<file path="src/rtl/lfsr_scrambler_pipe.sv">
// -----------------------------------------------------------------------------
// lfsr_scrambler_pipe
//
// Registered Galois-LFSR engine for the scrambler datapath. Each accepted beat
// advances the STATE_W-bit LFSR by DATA_W single-bit steps within one cycle.
//   mode = 0 (accumulate): beat data is shifted into the state (signature /
//                          CRC style); the data passes through unchanged.
//   mode = 1 (additive)  : state free-runs, and the data is XORed with the
//                          keystream (the MSB seen before each step).
// The result is held in a single output register. The stage supports seed
// loading, automatic reseed at frame end and a saturating beat counter.
//
// Handshake: a beat transfers on a port when valid & ready are both high on a
// rising clock edge. in_ready = !out_valid | out_ready, so the stage streams one
// beat per cycle while downstream keeps out_ready high, and stalls with its
// output frozen while out_valid & !out_ready.
//
// Ports
//   clk        rising-edge clock
//   rst        asynchronous reset, active low
//   mode       0 = accumulate, 1 = additive; sampled with each accepted beat
//   load       seed load strobe (honoured in any handshake state)
//   load_seed  value written to the state on load
//   in_valid   input beat valid
//   in_ready   stage can accept a beat (combinational)
//   in_data    beat data, bit 0 processed first
//   in_last    final beat of a frame
//   out_valid  output beat valid
//   out_ready  downstream accepts the output beat
//   out_data   processed beat data
//   out_state  LFSR state after the beat (pre-reseed on a last beat)
//   out_last   copy of in_last for the beat
//   beat_cnt   beats accepted since reset or the last frame end (saturating)
// -----------------------------------------------------------------------------
module lfsr_scrambler_pipe #(
  parameter int                 STATE_W   = 60,
  parameter int                 DATA_W    = 15,
  parameter logic [STATE_W-1:0] POLY      = 60'h000000418000001,
  parameter logic [STATE_W-1:0] SEED      = '0,
  parameter bit                 AUTO_SEED = 1'b1,
  parameter int                 CNT_W     = 16
) (
  input  logic               clk,
  input  logic               rst,
  input  logic               mode,
  input  logic               load,
  input  logic [STATE_W-1:0] load_seed,
  input  logic               in_valid,
  output logic               in_ready,
  input  logic [DATA_W-1:0]  in_data,
  input  logic               in_last,
  output logic               out_valid,
  input  logic               out_ready,
  output logic [DATA_W-1:0]  out_data,
  output logic [STATE_W-1:0] out_state,
  output logic               out_last,
  output logic [CNT_W-1:0]   beat_cnt
);

  // ---------------------------------------------------------------------------
  // Handshake
  // ---------------------------------------------------------------------------
  logic accept;   // input beat transfers this cycle
  logic consume;  // output beat leaves this cycle

  assign in_ready = !out_valid || out_ready;
  assign accept   = in_valid && in_ready;
  assign consume  = out_valid && out_ready;

  // ---------------------------------------------------------------------------
  // LFSR state register and beat datapath
  // ---------------------------------------------------------------------------
  logic [STATE_W-1:0] state_q;
  logic [STATE_W-1:0] beat_start;  // state the beat begins from
  logic [STATE_W-1:0] beat_state;  // state after all DATA_W steps
  logic [DATA_W-1:0]  beat_data;   // processed data for the beat
  logic [STATE_W-1:0] walk;        // state as it moves through the steps
  logic               fb;          // MSB before the current step
  logic               din;         // bit shifted into bit 0 this step

  // A load in the same cycle as an accept takes effect for that beat.
  assign beat_start = load ? load_seed : state_q;

  // Unrolled DATA_W steps; step i sees the state left by step i-1.
  always_comb begin
    walk      = beat_start;
    beat_data = '0;
    fb        = 1'b0;
    din       = 1'b0;
    for (int i = 0; i < DATA_W; i++) begin
      fb = walk[STATE_W-1];
      if (mode) begin
        // Additive: keystream bit is the MSB before the step; no data feedback.
        beat_data[i] = in_data[i] ^ fb;
        din          = 1'b0;
      end else begin
        // Accumulate: data is absorbed into the state and passed through.
        beat_data[i] = in_data[i];
        din          = in_data[i];
      end
      walk = {walk[STATE_W-2:0], 1'b0} ^ (fb ? POLY : '0)
             ^ {{(STATE_W-1){1'b0}}, din};
    end
    beat_state = walk;
  end

  // The reseed on a last beat only affects the running state; the output
  // register still receives the un-reseeded result as the frame signature.
  always_ff @(posedge clk or negedge rst) begin
    if (!rst) begin
      state_q <= SEED;
    end else if (accept) begin
      state_q <= (AUTO_SEED && in_last) ? SEED : beat_state;
    end else if (load) begin
      state_q <= load_seed;
    end
  end

  // ---------------------------------------------------------------------------
  // Output register (single entry, full/empty flag is out_valid)
  // ---------------------------------------------------------------------------
  always_ff @(posedge clk or negedge rst) begin
    if (!rst) begin
      out_valid <= 1'b0;
      out_data  <= '0;
      out_state <= SEED;
      out_last  <= 1'b0;
    end else if (accept) begin
      out_valid <= 1'b1;
      out_data  <= beat_data;
      out_state <= beat_state;
      out_last  <= in_last;
    end else if (consume) begin
      out_valid <= 1'b0;
    end
  end

  // ---------------------------------------------------------------------------
  // Beat counter
  // The last beat's count stays visible for one cycle (the frame length);
  // the counter restarts on the following cycle, counting a beat accepted
  // in that same cycle as the first of the new frame.
  // ---------------------------------------------------------------------------
  logic cnt_clear_q;

  always_ff @(posedge clk or negedge rst) begin
    if (!rst) begin
      beat_cnt    <= '0;
      cnt_clear_q <= 1'b0;
    end else begin
      if (cnt_clear_q) begin
        beat_cnt <= accept ? CNT_W'(1) : '0;
      end else if (accept && (beat_cnt != '1)) begin
        beat_cnt <= beat_cnt + 1'b1;
      end
      cnt_clear_q <= accept && in_last;
    end
  end

endmodule

</file>
<file path="config.mk">
export PLATFORM = sky130hd
export DESIGN_NAME = lfsr_scrambler_pipe
export DESIGN_NICKNAME = d
export VERILOG_FILES = /design/src/rtl/lfsr_scrambler_pipe.sv
export SDC_FILE = /design/constraint.sdc
export NUM_CORES = 1
export LEC_CHECK = 0
export CAP_MARGIN = 0
export CORE_ASPECT_RATIO = 0.9
export CORE_UTILIZATION = 32
export DETAILED_ROUTE_END_ITERATION = 12
export DONT_BUFFER_PORTS = 1
export RECOVER_POWER = 50
export SLEW_MARGIN = 5
export SYNTH_ARGS = -nofsm -noshare
export SYNTH_HDL_FRONTEND = slang
export SYNTH_SLANG_ARGS = --single-unit
export TNS_END_PERCENT = 1
</file>
<file path="constraint.sdc">
create_clock -name clk -period 1.6 [get_ports clk]
set_clock_uncertainty 0.05 [all_clocks]
set_input_delay 0.4 -clock clk [delete_from_list [all_inputs] [get_ports clk]]
set_output_delay 0.4 -clock clk [all_outputs]
set_load 0.005 [all_outputs]
</file>
==> results.md <==
- Count of pins over their slew limit: 0
- #FFs+latches synth: 154
- Fmax: 576 MHz
- Worst Setup End Kind: flip-flop
- Global-route wire length before repair: 32.9 mm
- Htree depth: 4
- Die ar.: 23,900 µm²
- Final setup violation count: 12
- Hpwl dp: 15.0 mm
- Num CTS Buffers: 17
- # rows: 52
- Yosys warns: 0
- Final total power: 0.0116 W
- Failing checks: hold timing, setup timing
- Synthesized area: 7450 µm²
- GP Congestion: 0.795
- Cell variety after synth: 46
- Tmin final: roughly 1.7 ns
- Actual slew at the worst max-slew pin: 0.690 ns
- Leading area contributor after synthesis: dfrtp_1
- Vias/cell: 4.97
- Top cells by area, synth: dfrtp_1 (52%), xnor2_1 (8.8%), nand2_1 (7.4%)
- Clk sinks: between 150 and 200
- Share of layout cells above drive strength 1: between 20% and 30%
- Smallest hold slack: -0.376 ns
- Slew headroom: 53.8%
- Cells after Synth: 701
- Seq/Total Area, Yosys: slightly above 50%
- Vias in the first global route: about 5,400
- Largest net degree at the start of global routing: about 160
- DR DRC count: 0
- Total of max-cap violations: 0
- I/O pins: 176
- Synth Area per Inst: ~11 µm²
- Clock transition at path regs: 0.07 ns
- Setup slack after layout: -0.136 ns
- Final WL: 21.4 mm
- Worst Setup Path Type: reg2reg
- DR iter-0 viols: 338
- Core Area: approximately 23,000 µm²
- Antenna-violating nets left: 0
- IO Port Bufs: 0
- Worst path required time: 1.90 ns
- Setup crit start kind: flip-flop
- Peak supply drop: 0.664 mV
- Syn nets: slightly below 800
- Chip height: 147 µm
- Max Root-Sink Buffers: 2
- Clock Tree Root: clkbuf_16
- Die Wd: 163 µm
- RSZ-0062 raised after global routing: yes
- Tcrit/Tclk final: 108%
- CTS tree: done
- Data arrival time of the worst path: 2.04 ns
- Synth top area share: roughly 52%
- Drt first pass iters: 5
- Antenna diode count: 0
- Layout net count: roughly 830
- Pwr per Cell Area: 1290 nW/µm²
- Initial antenna violation count: 2
- Setup TNS: -0.634 ns
- Crit path max fanout: 4
- Syn-to-layout area delta: 21.0%
- WL per Instance: just over 20 µm
- Worst skew pair latency: 0.42 ns
- Overall Global Routing Usage: 18.6%
- Global route overflow: 0
- Outcome: finished, violations left
- Vias: 5,258
- Hold Crit Class: in2async
- Final hold vios: about 150
- P_leak: 3.82 nW
- Initial Utilization: 32.9%
[sequential cells by signal, indices dropped and copies added (netlist names)]
| name | count |
|---|---|
| out_state | 60 |
| cnt_clear_q | 1 |
| out_valid | 1 |
| out_data | 15 |
| state_q | 60 |
| beat_cnt | 16 |
| out_last | 1 |
[stage by stage]
step / utilization [%] / worst slack, ns / cell area [µm²] / instances
detailed placement: 36.5 / -0.0968 / 8260 / 1019
global placement: 36.5 / -0.0469 / 8260 / 1019
finish: 39.8 / -0.136 / 9020 / 1059
global route: 39.8 / -0.199 / 9020 / 1059
floorplan: - / -0.0209 / 7550 / 701
CTS: 39.5 / -0.0745 / 8950 / 1053
[routing by layer]
metal	global-route usage [%]	share of wire (%)
met1	24.7	45
met2	29.4	47
met3	5.42	6.9
met4	5.05	0.85
met5	0	0.14
[logic make-up (layout without fill, tap and decap cells)]
logic type | count (synthesis) | in the layout | synth area share [%]
AO/OA/AOI/OAI | 142 | 142 | 10.7
flip-flops | 154 | 154 | 51.7
buffers and inverters | 46 | 107 | 3.53
AND/OR/NAND/NOR | 221 | 221 | 14.2
adder cells (fa/ha/maj) | 1 | 1 | 0.168
multiplexers | 62 | 62 | 10.9
XOR/XNOR | 75 | 75 | 8.81
[worst max-delay path, cell delays in order (launching register included)]
cell and delay, ns:
dfrtp_1 0.43, ha_4 0.17, and3_4 0.18, o211ai_1 0.13, buf_4 0.18, or4_1 0.39
a21oi_1 0.13
[what timing repair did]
item,4_1_cts,5_1_grt
endpoints found under the setup margin,14,24
gates resized for setup,8,8
pin swaps,3,6
hold endpoints to repair,166,155
hold buffers,1,1
buffers inserted,1,5
[power breakdown]
part	leakage, nW	total [W]	switching, W	internal (W)
Sequential	1.93	0.00504	0.000475	0.00456
Clock	0.301	0.00436	0.00166	0.00270
Combinational	1.59	0.00220	0.00111	0.00109
[cells in the mapped netlist (all sizes together)]
library cell / n
a21o: 1
a21oi: 13
a311oi: 1
and2: 1
and3: 2
and4: 3
buf: 29
clkbuf: 16
dfrtp: 154
ha: 1
inv: 1
mux2: 23
mux2i: 39
nand2: 147
nand2b: 21
nand3: 6
nand4: 6
nor2: 3
nor2b: 17
nor3: 1
nor4: 2
o211ai: 1
o21ai: 76
o22ai: 38
o311ai: 1
o31ai: 9
o41ai: 2
or3: 2
or4: 9
or4b: 1
xnor2: 75
[path summary, 6_finish.rpt]
check	start	end	slack, ns	depth (start not counted)
setup / recovery	beat_cnt[0]$_DFFE_PN0P_	beat_cnt[10]$_DFFE_PN0P_	-0.14	6
hold / removal	rst	out_state[57]$_DFFE_PN0P_	-0.38	0
setup reg to reg	beat_cnt[0]$_DFFE_PN0P_	beat_cnt[10]$_DFFE_PN0P_	-0.14	6
hold reg to reg	out_state[56]$_DFFE_PN0P_	out_state[56]$_DFFE_PN0P_	0.45	2
max in group asynchronous	rst	out_state[3]$_DFFE_PN0P_	1.66	0
min in group clk	in_last	state_q[55]$_DFF_PN0_	0.03	1
[cells in the final DEF, fill, tap and decap left out, drive strengths merged, types with 6 or more instances in the layout]
cell / synthesis / routed
nand4: 6 / 6
o22ai: 38 / 38
dfrtp: 154 / 154
mux2: 23 / 23
o21ai: 76 / 76
clkbuf: 16 / 22
nand2: 147 / 147
mux2i: 39 / 39
nand2b: 21 / 21
nand3: 6 / 6
o31ai: 9 / 9
a21oi: 13 / 13
xnor2: 75 / 75
or4: 9 / 9
nor2b: 17 / 17
buf: 29 / 72
[layout make-up]
type | instances | area, µm²
Clock buffer | 22 | 464
Timing Repair Buffer | 74 | 696
Inverter | 1 | 3.75
Clock inverter | 10 | 166
Tap cell | 297 | 372
Sequential cell | 154 | 3860
Fill cell | 2226 | 13600
Multi-Input combinational cell | 501 | 3460
Note: power is estimated with default switching activity, not from simulation.
